## src/rtl/uart_rx_byte.sv

```systemverilog
// UART 8N1 receiver with a 1-deep valid/ready output buffer.
// Define UART_RX_PARITY_EN for 8E1 framing with a sticky o_parity_err output.
module uart_rx_byte #(
  parameter int BIT_DIV     = 469,
  parameter int SYNC_STAGES = 2
) (
  input  logic       i_clk,
  input  logic       i_reset,
  input  logic       i_rxd,
  output logic [7:0] o_data,
  output logic       o_valid,
  input  logic       i_ready,
  output logic       o_frame_err,
  output logic       o_overrun,
`ifdef UART_RX_PARITY_EN
  output logic       o_parity_err,
`endif
  input  logic       i_clear_err
);

  localparam int CNT_W = $clog2(BIT_DIV);
  localparam logic [CNT_W-1:0] HALF_M1 = CNT_W'(BIT_DIV / 2 - 1);
  localparam logic [CNT_W-1:0] FULL_M1 = CNT_W'(BIT_DIV - 1);

  typedef enum logic [2:0] {
    S_IDLE,
    S_START,
    S_DATA,
`ifdef UART_RX_PARITY_EN
    S_PARITY,
`endif
    S_STOP,
    S_BREAK
  } state_t;

  state_t                 state;
  logic [SYNC_STAGES-1:0] sync_q;
  logic [SYNC_STAGES:0]   prime_q;
  logic                   rxs;
  logic                   rxs_d;
  logic                   rx_fall;
  logic [CNT_W-1:0]       cnt;
  logic [2:0]             bit_idx;
  logic                   bit_tick;
  logic [7:0]             shift_p0;
  logic                   done_p1;

`ifdef UART_RX_PARITY_EN
  function automatic logic parity_bad(input logic [7:0] d, input logic p);
    return ^{d, p};
  endfunction
`endif

  assign rxs      = sync_q[SYNC_STAGES-1];
  assign bit_tick = (cnt == FULL_M1);
  // prime_q keeps the reset-time ones in the synchroniser from looking like a
  // falling edge, so a line held low across reset is ignored until it rises.
  assign rx_fall  = prime_q[SYNC_STAGES] & rxs_d & ~rxs;

  always_ff @(posedge i_clk or posedge i_reset) begin
    if (i_reset) begin
      sync_q  <= '1;
      prime_q <= '0;
      rxs_d   <= 1'b1;
    end else begin
      sync_q  <= {sync_q[SYNC_STAGES-2:0], i_rxd};
      prime_q <= {prime_q[SYNC_STAGES-1:0], 1'b1};
      rxs_d   <= rxs;
    end
  end

  // Stage p0: frame FSM, bit sampling and error detection
  always_ff @(posedge i_clk or posedge i_reset) begin
    if (i_reset) begin
      state       <= S_IDLE;
      cnt         <= '0;
      bit_idx     <= '0;
      done_p1     <= 1'b0;
      o_frame_err <= 1'b0;
`ifdef UART_RX_PARITY_EN
      o_parity_err <= 1'b0;
`endif
    end else begin
      done_p1     <= 1'b0;
      o_frame_err <= 1'b0;
`ifdef UART_RX_PARITY_EN
      if (i_clear_err) o_parity_err <= 1'b0;
`endif
      case (state)
        S_IDLE: begin
          if (rx_fall) begin
            state <= S_START;
            cnt   <= '0;
          end
        end
        S_START: begin
          if (cnt == HALF_M1) begin
            cnt     <= '0;
            bit_idx <= '0;
            state   <= rxs ? S_IDLE : S_DATA;
          end else begin
            cnt <= cnt + 1'b1;
          end
        end
        S_DATA: begin
          if (bit_tick) begin
            cnt     <= '0;
            bit_idx <= bit_idx + 1'b1;
            if (bit_idx == 3'd7) begin
`ifdef UART_RX_PARITY_EN
              state <= S_PARITY;
`else
              state <= S_STOP;
`endif
            end
          end else begin
            cnt <= cnt + 1'b1;
          end
        end
`ifdef UART_RX_PARITY_EN
        S_PARITY: begin
          if (bit_tick) begin
            cnt   <= '0;
            state <= S_STOP;
            if (parity_bad(shift_p0, rxs)) o_parity_err <= 1'b1;
          end else begin
            cnt <= cnt + 1'b1;
          end
        end
`endif
        S_STOP: begin
          if (bit_tick) begin
            cnt <= '0;
            if (rxs) begin
              done_p1 <= 1'b1;
              state   <= S_IDLE;
            end else begin
              o_frame_err <= 1'b1;
              state       <= S_BREAK;
            end
          end else begin
            cnt <= cnt + 1'b1;
          end
        end
        S_BREAK: begin
          if (rxs) state <= S_IDLE;
        end
        default: state <= S_IDLE;
      endcase
    end
  end

  always_ff @(posedge i_clk) begin
    if (state == S_DATA && bit_tick) shift_p0 <= {rxs, shift_p0[7:1]};
  end

  // Stage p1: output buffer and overrun tracking
  always_ff @(posedge i_clk or posedge i_reset) begin
    if (i_reset) begin
      o_data    <= '0;
      o_valid   <= 1'b0;
      o_overrun <= 1'b0;
    end else begin
      if (i_clear_err) o_overrun <= 1'b0;
      if (done_p1) begin
        if (!o_valid || i_ready) begin
          o_data  <= shift_p0;
          o_valid <= 1'b1;
        end else begin
          o_overrun <= 1'b1;
        end
      end else if (o_valid && i_ready) begin
        o_valid <= 1'b0;
      end
    end
  end

endmodule

```

## config.mk

```make
export PLATFORM = sky130hd
export DESIGN_NAME = uart_rx_byte
export DESIGN_NICKNAME = d
export VERILOG_FILES = /design/src/rtl/uart_rx_byte.sv
export SDC_FILE = /design/constraint.sdc
export NUM_CORES = 1
export LEC_CHECK = 0
export ABC_AREA = 1
export BUFFER_PORTS_ARGS = -buffer_cell sky130_fd_sc_hd__buf_2
export CAP_MARGIN = 10
export CORE_MARGIN = 2
export CORE_UTILIZATION = 40
export DETAILED_ROUTE_END_ITERATION = 6
export GPL_ROUTABILITY_DRIVEN = 0
export GPL_TIMING_DRIVEN = 0
export SETUP_SLACK_MARGIN = 0.2
export SYNTH_ARGS = -nofsm -noshare
export SYNTH_HDL_FRONTEND = slang
export SYNTH_SLANG_ARGS = --single-unit
export TNS_END_PERCENT = 20
```

## constraint.sdc

```tcl
create_clock -name i_clk -period 1.6 [get_ports i_clk]
set_input_delay 0.16 -clock i_clk [delete_from_list [all_inputs] [get_ports i_clk]]
set_output_delay 0.16 -clock i_clk [all_outputs]
set_load 0.05 [all_outputs]
```

==> flow_summary.toml <==
[route]
first_iter_violations = 70
wl_um = 3237
drt_pass1_iterations = 4
wl_per_cell_um = 12.12
vias = 1307
viasPerCell = 4.895
route.detailed.drc = 0
ant_nets = 0

[pwr]
power_leakage_nw = 1.111
switchingPower_mw = 1.122
seqPwrFrac = 0.369
p_sw_frac = 0.3317
power_mw = 3.384
pwr-share-comb = 0.331
p_int_mw = 2.261
p_clk_frac = 0.300
peakVddDrop_mv = 1.020
p_per_area_nw_per_um2 = 1459

[worst_setup_path]
cp_slowest_cell = "dfrtp_1"
required_ps = 1790
crit_top_cell = "nand2_4"
slowest_delay_ps = 400
cp_num_buf_inv = 2
cp_top_family = "simple AND/OR/NAND/NOR gates"
path_cells = "inv_2 -> buf_6 -> ha_4 -> nand2_4 -> nor2_4 -> nand2_2 -> nand2_4 -> nand2_4 -> a21oi_4 -> nor2_1"
crit_fanout = 5
worstSetupPathType = "flip-flop to flip-flop"
cp-start-kind = "flip-flop"
timing.critical_path.arrival_ps = 1690
end_kind = "flip-flop"

[final_layout]
antenna_cells = 0
final_cell_mix = "37 x nand2_1, 29 x dfrtp_1, 19 x inv_1, 15 x buf_2"
drive_above_1_share = 0.3395
area_delta_synth_final_pct = 26.47
nFillCells = 409
fin_util = 0.5291
layout_commonest_cell = "nand2_1"
nets = 224

[clock_network]
tritoncts = "built"
clkTransAtPathRegs_ps = 90
worstSkewPairLatency_ps = 300
cts_buffers = 5
htreeDepth = 2
cts_root_buf = "clkbuf_8"
clock-sinks = 41
cts_max_path_buffers = 2

[global_routing]
grt_pass1_vias = 1187
grt_max_degree = 19
antenna_found_initial = 0
overflow = 0
grt_pass1_wl_um = 5354
grt_use_total = 0.1351

[timing]
skew_ps = 6.432
post-route-period-util = 0.9355
drv_slew = 0
fmax_ghz = 0.6681
hold_slack_ps = 51.05
setup_viol = 0
max-slew-margin-rel = 0.5495
tightestPinTransition_ps = 675.0
finalCriticalPeriod_ps = 1497
rsz0062_at_grt = "true"
hold_violations = 0

[yosys]
synth_cell_type_count = 27
seq_area_frac_synth = 0.5832
synth_area_per_cell_sq_um = 10.25
syn_area_sq_um = 1834
synth-seq-cells = 41
ys_warn_count = 0
synth_flop_cell = "dfrtp_1"
syn_nets = 189
synth-edff-count = 8
synth_cells = 179
synthArstFlopShare = 0.8049

[floorplanning]
pin_count = 16
die_w_um = 71.72
initial_core_util = 0.4184
die_h_um = 71.72
dieArea_sq_um = 5143
coreArea_sq_um = 4384
row_count = 24

[place]
port_buffers = 15
dp_hpwl_um = 2192

[hold_path]
hold_class = "input port to flip-flop"

[run]
drv_cap = 0

[status]
status = "finished clean"
cells in the mapped netlist, drive strengths merged, types with 2 or more instances:
| library cell | number | share of area |
|---|---|---|
| dfrtp | 30 | 0.41 |
| ha | 5 | 0.034 |
| mux2 | 8 | 0.049 |
| nand2 | 46 | 0.11 |
| dfstp | 3 | 0.043 |
| nand3 | 11 | 0.030 |
| nor3 | 3 | 0.011 |
| nor4 | 3 | 0.010 |
| o21ai | 5 | 0.016 |
| xor2 | 2 | 0.0096 |
| nor2 | 14 | 0.031 |
| inv | 25 | 0.051 |
| nand4 | 8 | 0.035 |
| edfxtp | 8 | 0.13 |
| a21oi | 4 | 0.017 |
metrics by stage:
stage | TNS, ps | setup slack, ps | cells | cell area [sq um]
2_1_floorplan | 0 | 188.8 | 179 | 1836
3_3_place_gp | -51.25 | -18.16 | 246 | 1976
3_5_place_dp | -128.5 | -30.45 | 247 | 2003
4_1_cts | 0 | 135.1 | 264 | 2267
5_1_grt | 0 | 3.336 | 267 | 2320
6_report | 0 | 103.3 | 267 | 2320
timing repair:
item,in CTS,in global routing
resized for setup,15,7
hold buffers,2,0
buffers inserted,7,3
hold endpoints to repair,13,0
endpoints found under the setup margin,24,25
cloned,0,0
pin swaps,10,7
power groups by stage:
stage	sequential, mW	combinational (mW)	clock [mW]
2_1_floorplan	1.25	0.640	0
5_1_grt	1.26	1.25	1.07
6_report	1.25	1.12	1.01
3_3_place_gp	1.27	0.779	0
4_1_cts	1.25	0.989	1.05
3_5_place_dp	1.27	0.800	0
routing by layer:
| layer | global-route usage | wire (um) |
|---|---|---|
| met1 | 0.1807 | 1523 |
| met2 | 0.2130 | 1523 |
| met3 | 0.03376 | 147 |
| met4 | 0.05031 | 42 |
| met5 | 0 | 0 |
worst paths after layout:
check | end | slack, ps | from | cells after the start
max | cnt[6] | 100 | cnt[1] | 10
min | o_overrun | 50 | i_clear_err | 2
max reg2reg | cnt[6] | 100 | cnt[1] | 10
min reg2reg | prime_q[2] | 360 | prime_q[1] | 0
max in group asynchronous | o_valid | 570 | i_reset | 4
min in group asynchronous | cnt[5] | 500 | i_reset | 3
layout make-up:
class                   instances  area, sq um  area share
flip-flops and latches         41         1071      0.4617
multi-input cells             112        729.5      0.3145
repair buffers                 28        209.0     0.09008
inverters                      25        96.34     0.04153
clock buffers                   5        68.82     0.02967
clock inverters                 3        68.82     0.02967
well taps                      52        65.06     0.02805
plain buffers                   1        11.26    0.004854
cells by family after synthesis:
| kind of cell | after synthesis | synth area share |
|---|---|---|
| buffers and inverters | 26 | 0.05730 |
| XOR/XNOR | 2 | 0.009552 |
| other | 1 | 0.002044 |
| AO/OA/AOI/OAI | 10 | 0.03616 |
| flip-flops | 41 | 0.5832 |
| multiplexers | 8 | 0.04912 |
| AND/OR/NAND/NOR | 86 | 0.2285 |
| adder cells (fa/ha/maj) | 5 | 0.03411 |
flip-flops by register name, indices dropped and copies added (netlist names):
register / flops
o_overrun: 1
o_valid: 1
shift_p0: 8
state: 3
o_frame_err: 1
bit_idx: 3
rxs_d: 1
sync_q: 2
done_p1: 1
prime_q: 3
cnt: 9
o_data: 8
No activity file was read; power rests on OpenSTA's default activity.
